`config.mk`:
```
export PLATFORM = sky130hd
export DESIGN_NAME = input_conditioner
export DESIGN_NICKNAME = d
export VERILOG_FILES = /design/src/rtl/input_conditioner.sv
export SDC_FILE = /design/constraint.sdc
export NUM_CORES = 1
export LEC_CHECK = 0
export ABC_CLOCK_PERIOD_IN_PS = 2230
export CORE_MARGIN = 4
export CORE_UTILIZATION = 30
export DETAILED_ROUTE_END_ITERATION = 7
export DONT_BUFFER_PORTS = 1
export HOLD_SLACK_MARGIN = 0.05
export PLACE_DENSITY = 0.43
export SLEW_MARGIN = 20
export SYNTH_ARGS = -nofsm -noshare
export SYNTH_HDL_FRONTEND = slang
export SYNTH_SLANG_ARGS = --single-unit
```
`constraint.sdc`:
```
create_clock -name clk_clk -period 2.23 [get_ports clk_clk]
set_clock_uncertainty 0.1 [all_clocks]
set_input_delay 0.223 -clock clk_clk [delete_from_list [all_inputs] [get_ports clk_clk]]
set_output_delay 0.223 -clock clk_clk [all_outputs]
set_load 0.005 [all_outputs]
```
`src/rtl/input_conditioner.sv`:
```
// -----------------------------------------------------------------------------
// input_conditioner
//
// Purpose:
//   Conditions raw asynchronous push-buttons and slide switches for a
//   processor system. Every raw bit is synchronized with two flops and then
//   debounced by its own STABLE/PENDING state machine. After reset a global
//   INIT phase waits DEBOUNCE_CYCLES cycles and then loads every debounced
//   output straight from its synchronized input, so the power-on switch
//   positions appear without any change strobes.
//
// Ports:
//   clk_clk          in   1      system clock
//   reset_reset_n    in   1      asynchronous active-low reset
//   key_raw_n        in   KEY_W  raw push-buttons, active-low
//   sw_raw           in   SW_W   raw slide switches
//   key_event_clr    in   KEY_W  per-bit clear of key_event_latch
//   port_key_export  out  KEY_W  debounced keys, active-low
//   port_sw_export   out  SW_W   debounced switches
//   key_press_pulse  out  KEY_W  one-cycle strobe per accepted press (1->0)
//   sw_change_pulse  out  SW_W   one-cycle strobe per accepted switch change
//   key_event_latch  out  KEY_W  sticky press flag
//   init_done        out  1      post-reset settle period finished
// -----------------------------------------------------------------------------
module input_conditioner #(
  parameter int DEBOUNCE_CYCLES = 50000,
  parameter int KEY_W           = 2,
  parameter int SW_W            = 4
) (
  input  logic             clk_clk,
  input  logic             reset_reset_n,
  input  logic [KEY_W-1:0] key_raw_n,
  input  logic [SW_W-1:0]  sw_raw,
  input  logic [KEY_W-1:0] key_event_clr,
  output logic [KEY_W-1:0] port_key_export,
  output logic [SW_W-1:0]  port_sw_export,
  output logic [KEY_W-1:0] key_press_pulse,
  output logic [SW_W-1:0]  sw_change_pulse,
  output logic [KEY_W-1:0] key_event_latch,
  output logic             init_done
);

  // Keys occupy the low bits of the combined vector, switches the high bits.
  localparam int N = KEY_W + SW_W;
  // Idle level of each bit: released keys read 1, switches read 0.
  localparam logic [N-1:0] RST_VAL   = {{SW_W{1'b0}}, {KEY_W{1'b1}}};
  localparam logic [19:0]  CNT_LAST  = 20'(DEBOUNCE_CYCLES - 1);
  localparam logic [19:0]  INIT_LAST = 20'(DEBOUNCE_CYCLES);

  typedef enum logic {
    ST_STABLE  = 1'b0,
    ST_PENDING = 1'b1
  } state_e;

  logic [N-1:0]       raw_s;
  logic [N-1:0]       sync1_q, sync2_q;
  logic [N-1:0]       deb_q, deb_d;
  logic [N-1:0]       accept_s;
  logic [N-1:0][19:0] cnt_q, cnt_d;
  state_e             state_q [N];
  state_e             state_d [N];
  logic [19:0]        init_cnt_q, init_cnt_d;
  logic               init_done_q, init_done_d;
  logic               load_s;
  logic [KEY_W-1:0]   key_pulse_q, key_pulse_d;
  logic [SW_W-1:0]    sw_pulse_q, sw_pulse_d;
  logic [KEY_W-1:0]   latch_q, latch_d;

  assign raw_s = {sw_raw, key_raw_n};

  // Two-flop synchronizer for every raw input bit.
  always_ff @(posedge clk_clk or negedge reset_reset_n) begin
    if (!reset_reset_n) begin
      sync1_q <= RST_VAL;
      sync2_q <= RST_VAL;
    end else begin
      sync1_q <= raw_s;
      sync2_q <= sync1_q;
    end
  end

  // INIT phase: count DEBOUNCE_CYCLES cycles, then load all outputs once.
  always_comb begin
    init_cnt_d  = init_cnt_q;
    init_done_d = init_done_q;
    load_s      = 1'b0;
    if (!init_done_q) begin
      if (init_cnt_q == INIT_LAST) begin
        load_s      = 1'b1;
        init_done_d = 1'b1;
      end else begin
        init_cnt_d = init_cnt_q + 20'd1;
      end
    end else begin
      init_cnt_d = init_cnt_q;
    end
  end

  // Per-bit debounce next-state: each bit needs DEBOUNCE_CYCLES consecutive
  // differing samples, the first of which moves STABLE to PENDING.
  always_comb begin
    deb_d    = deb_q;
    accept_s = '0;
    cnt_d    = cnt_q;
    for (int i = 0; i < N; i++) begin
      state_d[i] = state_q[i];
      if (load_s) begin
        deb_d[i]   = sync2_q[i];
        state_d[i] = ST_STABLE;
        cnt_d[i]   = 20'd0;
      end else if (!init_done_q) begin
        state_d[i] = ST_STABLE;
        cnt_d[i]   = 20'd0;
      end else begin
        case (state_q[i])
          ST_STABLE: begin
            if (sync2_q[i] != deb_q[i]) begin
              state_d[i] = ST_PENDING;
              cnt_d[i]   = 20'd1;
            end else begin
              cnt_d[i] = 20'd0;
            end
          end
          ST_PENDING: begin
            if (sync2_q[i] == deb_q[i]) begin
              // Input returned before the hold time elapsed: glitch rejected.
              state_d[i] = ST_STABLE;
              cnt_d[i]   = 20'd0;
            end else if (cnt_q[i] == CNT_LAST) begin
              deb_d[i]    = ~deb_q[i];
              accept_s[i] = 1'b1;
              state_d[i]  = ST_STABLE;
              cnt_d[i]    = 20'd0;
            end else begin
              cnt_d[i] = cnt_q[i] + 20'd1;
            end
          end
          default: begin
            state_d[i] = ST_STABLE;
            cnt_d[i]   = 20'd0;
          end
        endcase
      end
    end
  end

  // Strobes and sticky latch; the latch samples the registered press strobe,
  // so a clear in the strobe cycle loses against the set.
  always_comb begin
    key_pulse_d = accept_s[KEY_W-1:0] & deb_q[KEY_W-1:0];
    sw_pulse_d  = accept_s[N-1:KEY_W];
    latch_d     = key_pulse_q | (latch_q & ~key_event_clr);
  end

  // State, counter and output registers.
  always_ff @(posedge clk_clk or negedge reset_reset_n) begin
    if (!reset_reset_n) begin
      deb_q       <= RST_VAL;
      cnt_q       <= '0;
      init_cnt_q  <= 20'd0;
      init_done_q <= 1'b0;
      key_pulse_q <= '0;
      sw_pulse_q  <= '0;
      latch_q     <= '0;
      for (int i = 0; i < N; i++) begin
        state_q[i] <= ST_STABLE;
      end
    end else begin
      deb_q       <= deb_d;
      cnt_q       <= cnt_d;
      init_cnt_q  <= init_cnt_d;
      init_done_q <= init_done_d;
      key_pulse_q <= key_pulse_d;
      sw_pulse_q  <= sw_pulse_d;
      latch_q     <= latch_d;
      for (int i = 0; i < N; i++) begin
        state_q[i] <= state_d[i];
      end
    end
  end

  assign port_key_export = deb_q[KEY_W-1:0];
  assign port_sw_export  = deb_q[N-1:KEY_W];
  assign key_press_pulse = key_pulse_q;
  assign sw_change_pulse = sw_pulse_q;
  assign key_event_latch = latch_q;
  assign init_done       = init_done_q;

endmodule

```
==> impl_metrics.ini <==
[clock_tree]
cts_setup_buffers = 0
clkSlewWorstSetupHoldPaths_ps = 70
cts.sinks = 173
cts-htree-levels = 4
cts_tree = yes
cts_made_buffers = 17
cts-root-buf = clkbuf_16
clock_tree.buffer_depth = 2
hold_buffers = 8
insertion_delay_ps = 430

[setup_path]
slowest_delay_ps = 520
required_ps = 2430
cp.arrival_ps = 2500
crit_path_end_kind = register
cpMaxStageDelayCell = or4_1
crit_fanout = 3
crit_chain = or4_1, or4_4, nor3_4, buf_4, a31oi_1, mux2_1
reg2reg_to = deb_q[2]$_DFFE_PN0P_
rrSetupSlack_ps = -70
startpoint_type = register
worstRegToRegCells = 6
path_buf_inv = 1
crit_type = register to register
r2r-start = init_cnt_q[12]$_DFFE_PN0P_
crit_family = simple AND/OR/NAND/NOR gates
worst-path-stages = 6

[timing]
worstMarginPinSlew_ps = 462
min_period_ps = 2300
setup_viol = 5
slew_viol_final = 0
hold_ws_ps = -606
fmax_ghz = 0.435
slew_headroom_pct = 68.9
rsz0062_at_grt = yes
setup_ws_ps = -69.5
hold_viol = 173
period_share_pct = 103

[finish]
nets = 854
antenna_cells = 0
fin_area_um2 = 9390
final_cells = 1184
area_growth_pct = 17.4
utilization_pct = 35.9
drive_gt1_share_pct = 11.5
n_fill_cell = 2680

[status]
status = complete, but fails checks
violations = hold timing, setup timing

[floorplanning]
start_util_pct = 30.6
rows = 59
die_area_um2 = 29400
die_h_um = 171
coreArea_um2 = 26100
ios = 25
die-width_um = 171

[route]
ant_nets = 0
drt-wirelength-per-cell_um = 13.5
drc_errors = 0
vias = 5380
drt-total-wl_mm = 16.0
via_per_inst = 4.54
drtIter0Drc = 236
firstDrtPassIters = 4

[synth]
synth_warnings = 0
synth_area_leaders = dfrtp_1, xor2_1, nor2_1
synth_area_um2 = 8000
synth-edff-count = 0
synthCells = 785
synth-main-ff-cell = dfrtp_1
yosysMostFrequentCell = dfrtp_1
yosys.area.top_type = dfrtp_1
async_flop_share_pct = 100
synth-seq-cells = 173
synth.avg_cell_area_um2 = 10.2
synthTopCellsByCount = dfrtp_1, nor2_1, xor2_1, nand3_1, xnor2_1
ys_types = 42
synth_fp_nets = 803
seq_area_frac_synth_pct = 54.2
synth_top_area_share_pct = 52.2

[global_routing]
track_usage_pct = 11.6
grt_pass1_wl_mm = 27.6
grt_max_degree = 174
grt_pass1_vias = 5419
grt_antenna_before_repair = 0
overflow = 0

[placed_design]
globalplace.congestion = 0.746
portBuffers = 0
dpl-instance-area_um2 = 8710
place_hpwl_mm = 10.5
pre_cts_ws_ps = -69.5
place_inst = 1144

[min_path]
min_path_type = primary input to asynchronous set/reset pin

[power]
p_leak_nw = 3.92
power_density_nw_per_um2 = 661
irDropWorstVdd_mv = 0.445

[flow_run]
maxCapViolCount = 0
## cell usage in the layout, fill, tap and decap left out, types with 3 or more instances in the layout
cell	instances
xnor2_1	56
dfrtp_1	167
nor4_1	15
nor2_1	150
buf_4	39
nor4b_1	6
or2_2	6
nor2b_1	6
and3_1	17
or4_1	8
nor3_1	21
nand4_1	32
ha_1	8
inv_1	22
xor2_1	75
and4_1	14
and2_1	3
clkinvlp_4	3
buf_12	4
mux2_1	4
nand3_1	58
dfstp_2	6
clkbuf_8	3
o21a_1	5
mux2_2	3
clkinv_4	3
dlygate4sd3_1	8
clkbuf_16	17
nand2_1	52
a31oi_1	5
nand2b_1	4
a21oi_1	7
## worst max path at each step
stage	from	endpoint	slack [ps]
CTS	init_cnt_q[12]$_DFFE_PN0P_	deb_q[5]$_DFFE_PN0P_	-80
global route	init_cnt_q[12]$_DFFE_PN0P_	deb_q[2]$_DFFE_PN0P_	-170
floorplan	init_cnt_q[12]$_DFFE_PN0P_	deb_q[3]$_DFFE_PN0P_	20
detailed placement	init_cnt_q[12]$_DFFE_PN0P_	deb_q[5]$_DFFE_PN0P_	-70
finish	init_cnt_q[12]$_DFFE_PN0P_	deb_q[2]$_DFFE_PN0P_	-70
global placement	init_cnt_q[12]$_DFFE_PN0P_	deb_q[2]$_DFFE_PN0P_	-20
## per-layer routing
layer  GRT usage [%]  share of wire (%)
met1            16.1                 51
met2            17.8                 44
met3            3.24                3.9
met4            3.51                1.2
met5               0                  0
## power breakdown
group	leakage [nW]	switching [mW]	internal, mW
registers	2.36	0.00664	3.15
clock network	0.289	1.29	1.75
logic	1.26	0.00467	0.0116
total	3.92	1.30	4.91
## final cells by class
type | instances | area (µm²) | share of cell area (%)
inverters | 22 | 82.6 | 0.879
flip-flops and latches | 173 | 4340 | 46.2
well taps | 335 | 419 | 4.46
clock inverters | 12 | 136 | 1.45
clock buffers | 20 | 467 | 4.97
multi-input cells | 571 | 3500 | 37.3
repair buffers | 51 | 453 | 4.82
## metrics by stage
step / total power [mW] / TNS (ps) / hold WS [ps]
after floorplan: 3.22 / 0 / -173
after global placement: 3.22 / -59.8 / -161
after detailed placement: 3.22 / -224 / -159
after CTS: 6.33 / -337 / -624
after global routing: 6.47 / -903 / -639
final: 6.21 / -271 / -606
## repair_timing
item | 4_1_cts | 5_1_grt
gates resized for setup | 0 | 1
hold endpoints to repair | 181 | 173
setup endpoints to repair | 5 | 13
## state kept, by name, summed over array words and instances (netlist names)
name / flops
cnt_q: 120
deb_q: 6
init_cnt_q: 20
init_done: 1
key_event_latch: 2
key_press_pulse: 2
state_q: 6
sw_change_pulse: 4
sync1_q: 6
sync2_q: 6
## cell families (layout without fill, tap and decap cells)
group | Yosys count | in the layout | synth area share, %
XOR/XNOR | 131 | 131 | 14.3
buffers and inverters | 41 | 105 | 2.14
AND/OR/NAND/NOR | 404 | 404 | 25.4
flip-flops | 173 | 173 | 54.2
AO/OA/AOI/OAI | 20 | 20 | 1.55
multiplexers | 8 | 8 | 1.11
adder cells (fa/ha/maj) | 8 | 8 | 1.25
## worst reg2reg max path, stage by stage, from the launching register on
cell and delay [ps]:
dfrtp_1 370, or4_1 520, or4_4 520, nor3_4 160, buf_4 160, a31oi_1 40, mux2_1 310
Note: power is estimated with default switching activity, not from simulation.
